### config.mk
export PLATFORM = sky130hd
export DESIGN_NAME = multicycle_alu
export DESIGN_NICKNAME = d
export VERILOG_FILES = /design/src/rtl/multicycle_alu.sv
export SDC_FILE = /design/constraint.sdc
export NUM_CORES = 1
export LEC_CHECK = 0
export ABC_AREA = 1
export CELL_PAD_IN_SITES_DETAIL_PLACEMENT = 1
export CELL_PAD_IN_SITES_GLOBAL_PLACEMENT = 1
export CORE_MARGIN = 5
export CORE_UTILIZATION = 29
export CTS_CLUSTER_SIZE = 16
export DETAILED_ROUTE_END_ITERATION = 7
export PLACE_DENSITY_LB_ADDON = 0.15
export SLEW_MARGIN = 25
export SYNTH_ARGS = -nofsm -noshare
export SYNTH_HDL_FRONTEND = slang
export SYNTH_SLANG_ARGS = --single-unit
### constraint.sdc
create_clock -name clk -period 4.9 [get_ports clk]
set_input_delay 1.47 -clock clk [delete_from_list [all_inputs] [get_ports clk]]
set_output_delay 1.47 -clock clk [all_outputs]
set_load 0.02 [all_outputs]
### src/rtl/multicycle_alu.sv
// multicycle_alu: parametrised ALU with a valid/ready handshake.
// Ops 0-10 finish in one cycle. Multiply is a radix-2 shift-add iteration
// that takes WIDTH cycles. Unsigned divide/remainder is a restoring
// division of the same length, and it is built only when the macro
// MULTICYCLE_ALU_DIV_EN is defined. Without that macro, ops 13/14 return 0.
// Reset is synchronous and active-high.
module multicycle_alu #(
   parameter int WIDTH = 32
) (
   input  logic             clk,
   input  logic             reset,
   input  logic             io_in_valid,
   output logic             io_in_ready,
   input  logic [3:0]       io_alu_op,
   input  logic [WIDTH-1:0] io_in_a,
   input  logic [WIDTH-1:0] io_in_b,
   output logic             io_out_valid,
   input  logic             io_out_ready,
   output logic [WIDTH-1:0] io_out,
   output logic             io_zero
);

   localparam int SHAMT_W = $clog2(WIDTH);
   localparam logic [SHAMT_W:0] LAST_COUNT = (SHAMT_W + 1)'(WIDTH - 1);

   localparam logic [3:0] OP_AND   = 4'd0;
   localparam logic [3:0] OP_OR    = 4'd1;
   localparam logic [3:0] OP_ADD   = 4'd2;
   localparam logic [3:0] OP_XOR   = 4'd3;
   localparam logic [3:0] OP_NOR   = 4'd4;
   localparam logic [3:0] OP_SRL   = 4'd5;
   localparam logic [3:0] OP_SUB   = 4'd6;
   localparam logic [3:0] OP_SLTU  = 4'd7;
   localparam logic [3:0] OP_SLL   = 4'd8;
   localparam logic [3:0] OP_SRA   = 4'd9;
   localparam logic [3:0] OP_SLT   = 4'd10;
   localparam logic [3:0] OP_MULLO = 4'd11;
   localparam logic [3:0] OP_MULHU = 4'd12;
   localparam logic [3:0] OP_DIVU  = 4'd13;
   localparam logic [3:0] OP_REMU  = 4'd14;

   typedef enum logic [1:0] {
      IDLE,
      BUSY,
      DONE
   } state_t;

   state_t               state;
   logic [SHAMT_W:0]     count;
   logic [3:0]           op_q;
   logic [WIDTH-1:0]     operand_q;
   logic [2*WIDTH-1:0]   acc;

   logic [SHAMT_W-1:0]   shamt;
   logic [WIDTH-1:0]     quick_result;
   logic                 start_long;
   logic                 is_mul_op;
   logic [WIDTH:0]       mul_sum;
   logic [2*WIDTH-1:0]   mul_next;
   logic [2*WIDTH-1:0]   iter_next;
   logic [WIDTH-1:0]     long_result;

   assign io_in_ready  = (state == IDLE);
   assign io_out_valid = (state == DONE);
   assign io_zero      = (io_out == '0);

   assign shamt     = io_in_b[SHAMT_W-1:0];
   assign is_mul_op = (io_alu_op == OP_MULLO) || (io_alu_op == OP_MULHU);

   // One multiply step: conditionally add A into the upper half, then shift the pair right.
   assign mul_sum  = {1'b0, acc[2*WIDTH-1:WIDTH]} + (acc[0] ? {1'b0, operand_q} : '0);
   assign mul_next = {mul_sum, acc[WIDTH-1:1]};

`ifdef MULTICYCLE_ALU_DIV_EN
   logic [WIDTH:0]       div_diff;
   logic [2*WIDTH-1:0]   div_next;

   // One restoring-division step: the upper half holds the partial remainder and the lower half shifts the dividend out and the quotient in.
   assign div_diff = acc[2*WIDTH-1:WIDTH-1] - {1'b0, operand_q};
   assign div_next = div_diff[WIDTH] ? {acc[2*WIDTH-2:0], 1'b0}
                                     : {div_diff[WIDTH-1:0], acc[WIDTH-2:0], 1'b1};
`endif

   // Single-cycle results, and the decision whether the op needs the iterative engine.
   always_comb begin
      quick_result = '0;
      start_long   = 1'b0;
      case (io_alu_op)
         OP_AND:   quick_result = io_in_a & io_in_b;
         OP_OR:    quick_result = io_in_a | io_in_b;
         OP_ADD:   quick_result = io_in_a + io_in_b;
         OP_XOR:   quick_result = io_in_a ^ io_in_b;
         OP_NOR:   quick_result = ~(io_in_a | io_in_b);
         OP_SRL:   quick_result = io_in_a >> shamt;
         OP_SUB:   quick_result = io_in_a - io_in_b;
         OP_SLTU:  quick_result = {{(WIDTH-1){1'b0}}, (io_in_a < io_in_b)};
         OP_SLL:   quick_result = io_in_a << shamt;
         OP_SRA:   quick_result = $unsigned($signed(io_in_a) >>> shamt);
         OP_SLT:   quick_result = {{(WIDTH-1){1'b0}}, ($signed(io_in_a) < $signed(io_in_b))};
         OP_MULLO,
         OP_MULHU: start_long = 1'b1;
`ifdef MULTICYCLE_ALU_DIV_EN
         OP_DIVU: begin
            if (io_in_b == '0) quick_result = '1;
            else               start_long   = 1'b1;
         end
         OP_REMU: begin
            if (io_in_b == '0) quick_result = io_in_a;
            else               start_long   = 1'b1;
         end
`endif
         default:  quick_result = '0;
      endcase
   end

   // Choose the engine step for the latched op and pick the final half of the accumulator.
   always_comb begin
      iter_next = mul_next;
`ifdef MULTICYCLE_ALU_DIV_EN
      if ((op_q == OP_DIVU) || (op_q == OP_REMU)) iter_next = div_next;
`endif
      if ((op_q == OP_MULLO) || (op_q == OP_DIVU)) long_result = iter_next[WIDTH-1:0];
      else                                          long_result = iter_next[2*WIDTH-1:WIDTH];
   end

   // Handshake FSM: accept in IDLE, iterate in BUSY, and hold the result in DONE until it is consumed.
   always_ff @(posedge clk) begin
      if (reset) begin
         state     <= IDLE;
         count     <= '0;
         op_q      <= '0;
         operand_q <= '0;
         acc       <= '0;
         io_out    <= '0;
      end else begin
         case (state)
            IDLE: begin
               if (io_in_valid) begin
                  op_q  <= io_alu_op;
                  count <= '0;
                  if (start_long) begin
                     state <= BUSY;
                     if (is_mul_op) begin
                        acc       <= {{WIDTH{1'b0}}, io_in_b};
                        operand_q <= io_in_a;
                     end else begin
                        acc       <= {{WIDTH{1'b0}}, io_in_a};
                        operand_q <= io_in_b;
                     end
                  end else begin
                     io_out <= quick_result;
                     state  <= DONE;
                  end
               end
            end
            BUSY: begin
               acc   <= iter_next;
               count <= count + 1'b1;
               if (count == LAST_COUNT) begin
                  io_out <= long_result;
                  state  <= DONE;
               end
            end
            DONE: begin
               if (io_out_ready) state <= IDLE;
            end
            default: state <= IDLE;
         endcase
      end
   end

endmodule

==> impl_metrics.json, run 1 <==
{
  "cp-start-kind": "primary input",
  "fin_skew_ns": 0.0148,
  "numCtsBuffers": 17,
  "setup_violations": 0,
  "ctsResizeCount": 0,
  "synth_seq_cells": 140,
  "yosysSeqAreaShare_pct": 14.7,
  "synth_edf_count": 0,
  "cp_max_fo": 9,
  "cp.arrival_ns": 4.61,
  "antenna_found_initial": 2,
  "syn-num-nets": 3669,
  "via_per_inst": 5.42,
  "slew_viol_final": 0,
  "yosys.area.top_type_share_pct": 20.8,
  "globalplace.congestion": 0.994,
  "min_period_ns": 4.24,
  "async_flop_share_pct": 0,
  "worstMarginPinSlew_ns": 1.06,
  "core_um2": 65400,
  "multi_input_area_um2": 13700,
  "grt_pass1_vias": 23600,
  "n_antenna_cell": 0,
  "start_util_pct": 29.1,
  "syn_avg_cell_area_um2": 5.52,
  "worst-path-buf-inv": 2,
  "finalHoldViolations": 0,
  "synthTopCellsByArea": "nand2_1 21%, dfxtp_1 15%, nand3_1 12%",
  "io_pins": 107,
  "p_leak_nw": 10.8,
  "yosys-top-cells-count": "1054 x nand2_1, 466 x nand3_1, 435 x inv_1, 302 x a21oi_1, 233 x nor2_1",
  "ys_warn_count": 0,
  "synth.distinct_cells": 50,
  "finalSetupTns_ns": 0,
  "die_area_um2": 70900,
  "cts_num_sinks": 140,
  "drtIter0Drc": 1935,
  "die-width_um": 266,
  "critPathKind": "primary input to flop",
  "syn-cell-area_um2": 19000,
  "fmax_mhz": 236,
  "status": "finished clean",
  "slew-limit-headroom_pct": 29.2,
  "hp-class": "flop to flop",
  "rsz0062_at_grt": "no",
  "drc": 0,
  "syn_to_final_growth_pct": 13.8,
  "postRouteAntennaNets": 0,
  "fin_crit_sh_pct": 86.5,
  "yosysTopAreaCell": "nand2_1",
  "seqCellArea_um2": 2800,
  "n_fill_cell": 8980,
  "post_cts_buffers": 0,
  "via_count": 23700,
  "grt_max_degree": 75,
  "numPortBuffers": 106,
  "setup_ws_ns": 0.659,
  "tritoncts": "built",
  "cts-hold-fix-buffers": 0,
  "max_stage_delay_ns": 0.62,
  "crit_chain": "clkdlybuf4s50_1, inv_1, ha_1, o21ai_0, a21oi_1, nor2_1, nor2_1, nand2_1, nand2_1, nand2_1, nand2_1, nand3_1, nand2_1, nand2_1, a21oi_1",
  "fp.dieH_um": 266,
  "dp_hpwl_um": 84600,
  "routed_wl_um": 104000,
  "htreeDepth": 4,
  "grt_pass1_wl_um": 152000,
  "cp_common_cell": "nand2_1",
  "grt-ovfl-total": 0,
  "power_density_nw_per_um2": 200,
  "globalRouteTotalUtil_pct": 28.1,
  "clockBufferDepth": 2,
  "required_ns": 5.27,
  "yosysMostFrequentCell": "nand2_1",
  "endpoint_kind": "flop",
  "drive_gt1_share_pct": 5.67,
  "core.rowCount": 94,
  "avgRoutedWirePerCell_um": 23.7,
  "drt_first_pass_iters": 5,
  "synth_cells": 3452,
  "max-cap-violations": 0,
  "dp_slack_ns": 0.279,
  "insertion_delay_ns": 0.45,
  "crit_family": "simple AND/OR/NAND/NOR gates",
  "fin_nets": 3715,
  "clkSlewWorstSetupHoldPaths_ns": 0.07,
  "synth_ff_type": "dfxtp_1",
  "vdd_drop_max_mv": 0.170,
  "cp_slowest_cell": "clkdlybuf4s50_1",
  "clockRootBuffer": "clkbuf_16"
}
-- kinds of logic (layout without fill, tap and decap cells) --
logic type	after synthesis	count (layout)	share of synthesized area, %
simple gates	1894	1894	42.4
flops	140	140	14.7
xor+xnor	14	14	0.644
mux	1	1	0.0526
fa+ha+maj	145	145	9.65
compound gates	632	632	19.2
buf+inv	626	684	13.3
-- area by class of cell --
class	instances	share of cell area, %
Clock buffer	18	1.98
Clock inverter	13	0.554
Inverter	458	7.94
Multi-Input combinational cell	2686	63.3
Sequential cell	140	12.9
Tap cell	864	4.99
Timing Repair Buffer	195	8.29
-- registers in the layout, indices dropped and copies added (netlist names) --
| name | flops |
|---|---|
| io_out | 32 |
| operand_q | 32 |
| count | 6 |
| op_q | 4 |
| state | 2 |
| acc | 64 |
-- power by group --
group          total, mW  internal, mW  leakage [nW]  switching [mW]
registers           1.27          1.20          1.14          0.0677
logic               1.79         0.540          9.39            1.25
clock network       1.28         0.697         0.251           0.585
-- final timing paths --
kind / slack [ns] / end / depth (start not counted) / from
max: 0.66 / io_out[0]$_SDFFE_PP0P_ / 15 / io_in_a[11]
min: 0.47 / count[5]$_SDFFE_PP0P_ / 1 / count[5]$_SDFFE_PP0P_
max reg2reg: 1.94 / io_out[30]$_SDFFE_PP0P_ / 17 / acc[0]$_SDFFE_PP0P_
min reg2reg: 0.47 / count[5]$_SDFFE_PP0P_ / 1 / count[5]$_SDFFE_PP0P_
-- metrics by stage --
step / hold slack [ns] / std cells / total power, mW / cell area [um^2] / utilization, %
6_report: 0.471 / 4374 / 4.34 / 21700 / 33.1
5_1_grt: 0.494 / 4374 / 4.55 / 21700 / 33.1
4_1_cts: 0.473 / 4374 / 4.34 / 21700 / 33.1
3_5_place_dp: 0.461 / 4343 / 3.05 / 21100 / 32.3
3_3_place_gp: 0.457 / 4343 / 3.04 / 21100 / 32.3
2_1_floorplan: 0.437 / 3452 / 2.29 / 19000 / -
-- per-layer routing --
metal / wire length, um / GRT usage, % / share of wire [%] / up-vias
met5: 13 / 0 / 0.013 / -
met4: 3170 / 7.90 / 3.1 / 2
met3: 5280 / 2.67 / 5.1 / 133
met2: 48300 / 47.6 / 47 / 676
met1: 47000 / 38.3 / 45 / 11500
li1: - / - / - / 11400
-- cells in the final DEF, fill, tap and decap left out, types with 5 or more instances in the layout --
master              n
a21oi_1           302
a221oi_1           12
a221oi_2           20
and2_1             19
buf_12              7
buf_4              82
clkbuf_16          17
clkdlybuf4s50_1   102
clkinvlp_4          6
dfxtp_1           140
ha_1              142
inv_1             433
inv_2              23
nand2_1          1053
nand2_2             6
nand3_1           466
nand4_1            38
nor2_1            231
nor2_2              5
nor2_4              8
nor3_1             31
nor4_1             13
o211ai_1           63
o21ai_0           176
o21ai_1            21
o21bai_1           13
o221ai_1            5
o22ai_1            10
or2_2               8
xnor2_1             6
xor2_1              8
(Power assumes the default switching activity.)
==> inputs of run 2 (changes only) <==
--- a/config.mk
+++ b/config.mk
@@ -12,7 +12,8 @@
 export CORE_UTILIZATION = 29
 export CTS_CLUSTER_SIZE = 16
 export DETAILED_ROUTE_END_ITERATION = 7
-export PLACE_DENSITY_LB_ADDON = 0.15
+export PLACE_DENSITY = 0.7
+export SKIP_LAST_GASP = 1
 export SLEW_MARGIN = 25
 export SYNTH_ARGS = -nofsm -noshare
 export SYNTH_HDL_FRONTEND = slang
==> run 2 against run 1 <==
Compared with the run above: sequential cell count unchanged; cell count down 0.32%; largest power group unchanged; via count up 1.1%; global-route usage down 1.3 points.
==> impl_metrics.json, run 2 (same netlist as run 1, synthesis figures left out) <==
{
  "start_util_pct": 29.1,
  "total_power_mw": 4.48,
  "via_per_inst": 5.49,
  "required_ns": 5.22,
  "p_int_mw": 2.60,
  "vdd_drop_max_mv": 0.142,
  "p_comb_share_pct": 39.4,
  "globalRouteTotalUtil_pct": 26.9,
  "finalSetupTns_ns": 0,
  "fin_crit_sh_pct": 87.5,
  "p_clk_share_pct": 32.1,
  "globalplace.congestion": 1.04,
  "final_area_um2": 21700,
  "dp_slack_ns": 0.398,
  "finalHoldViolations": 0,
  "place_area_um2": 21000,
  "n_fill_cell": 8993,
  "numCtsBuffers": 17,
  "cts_num_sinks": 140,
  "antenna_found_initial": 3,
  "ctsResizeCount": 0,
  "insertion_delay_ns": 0.45,
  "fin_cells": 4360,
  "core_um2": 65400,
  "power_density_nw_per_um2": 207,
  "fmax_mhz": 233,
  "status": "finished clean",
  "setup_ws_ns": 0.615,
  "dp_hpwl_um": 80400,
  "largestRegisters": "acc (64), io_out (32), operand_q (32)",
  "slew-limit-headroom_pct": 29.2,
  "routed_wl_um": 99500,
  "grt_max_degree": 94,
  "drtIter0Drc": 2218,
  "die_area_um2": 70900,
  "clockRootBuffer": "clkbuf_16",
  "cp_max_fo": 9,
  "hp-class": "flop to flop",
  "drc": 0,
  "fin_skew_ns": 0.0169,
  "clkSlewWorstSetupHoldPaths_ns": 0.06,
  "fin_nets": 3700,
  "tritoncts": "built",
  "swShare_pct": 42.0,
  "die-width_um": 266,
  "cts-hold-fix-buffers": 0,
  "drive_gt1_share_pct": 5.26,
  "syn_to_final_growth_pct": 13.7,
  "core.rowCount": 94,
  "setup_violations": 0,
  "fp.dieH_um": 266,
  "via_count": 24000,
  "htreeDepth": 4,
  "p_seq_share_pct": 28.5,
  "layout_common_cells": "1053 x nand2_1, 466 x nand3_1, 432 x inv_1",
  "grt_pass1_vias": 23800,
  "power.switching_mw": 1.88,
  "endpoint_kind": "flop",
  "slew_viol_final": 0,
  "post_cts_buffers": 0,
  "p_leak_nw": 10.8,
  "clockBufferDepth": 2,
  "postRouteAntennaNets": 0,
  "grt-ovfl-total": 0,
  "numPortBuffers": 106,
  "grt_pass1_wl_um": 146000,
  "critPathKind": "primary input to flop",
  "cp.arrival_ns": 4.61,
  "worstMarginPinSlew_ns": 1.06,
  "largest_reg_flops": 64,
  "avgRoutedWirePerCell_um": 22.8,
  "max-cap-violations": 0,
  "final_common_cell": "nand2_1",
  "dp_cells": 4328,
  "io_pins": 107,
  "top_register": "acc",
  "min_period_ns": 4.29,
  "rsz0062_at_grt": "no",
  "cp-start-kind": "primary input",
  "drt_first_pass_iters": 5
}
[run 2: cell types whose count changed in the layout (fill, tap and decap cells not counted), sizes merged]
cell	before	now
inv	459	456
diode	0	1
bufinv	1	4
clkbuf	18	20
clkinvlp	6	4
buf	93	78
[run 2: cell type report]
cell class,instances,area (um^2),share of cell area (%)
tap,864,1080,4.99
clock buffer,20,447,2.06
antenna,1,2.50,0.0116
sequential,140,2800,12.9
clock inverter,11,169,0.780
multi-input combinational,2686,13700,63.4
timing repair buffer,180,1710,7.89
inverter,458,1720,7.95
[run 2: final timing paths]
check | start | end | slack, ns | depth (start not counted)
setup / recovery | io_in_a[12] | io_out[17]$_SDFFE_PP0P_ | 0.61 | 14
hold / removal | acc[34]$_SDFFE_PP0P_ | acc[34]$_SDFFE_PP0P_ | 0.47 | 2
setup reg to reg | acc[0]$_SDFFE_PP0P_ | io_out[27]$_SDFFE_PP0P_ | 1.55 | 16
hold reg to reg | acc[34]$_SDFFE_PP0P_ | acc[34]$_SDFFE_PP0P_ | 0.47 | 2
[run 2: through the flow]
step	util (%)	hold WS, ns
4_1_cts	33.1	0.469
5_1_grt	33.1	0.488
6_report	33.1	0.472
3_5_place_dp	32.2	0.461
2_1_floorplan	-	0.437
3_3_place_gp	32.2	0.454
[run 2: per-layer routing]
metal  GRT usage (%)  part of all wire (%)  vias up
met5               0                 0.041        -
li1                -                     -    11300
met1            36.1                    44    11600
met3            4.27                   7.3      160
met4            7.89                   3.3        6
met2            44.6                    46      790
[run 2: critical path, stage by stage]
cell and delay [ns]:
clkdlybuf4s50_1 0.72, inv_1 0.18, ha_1 0.51, nand2_1 0.16
nor2_1 0.16, inv_1 0.12, nor2_1 0.27, nand3_1 0.26
nand3_1 0.16, nand2_1 0.06, nand3_1 0.09, nand4_1 0.22
nand2_1 0.15, a21oi_1 0.07
[run 2: power by group through the flow]
stage	registers, mW	clock network (mW)	logic (mW)
after floorplan	1.30	0	0.988
after global placement	1.30	0	1.70
after detailed placement	1.30	0	1.71
after CTS	1.28	1.44	1.72
after global routing	1.28	1.49	1.90
final	1.28	1.44	1.77
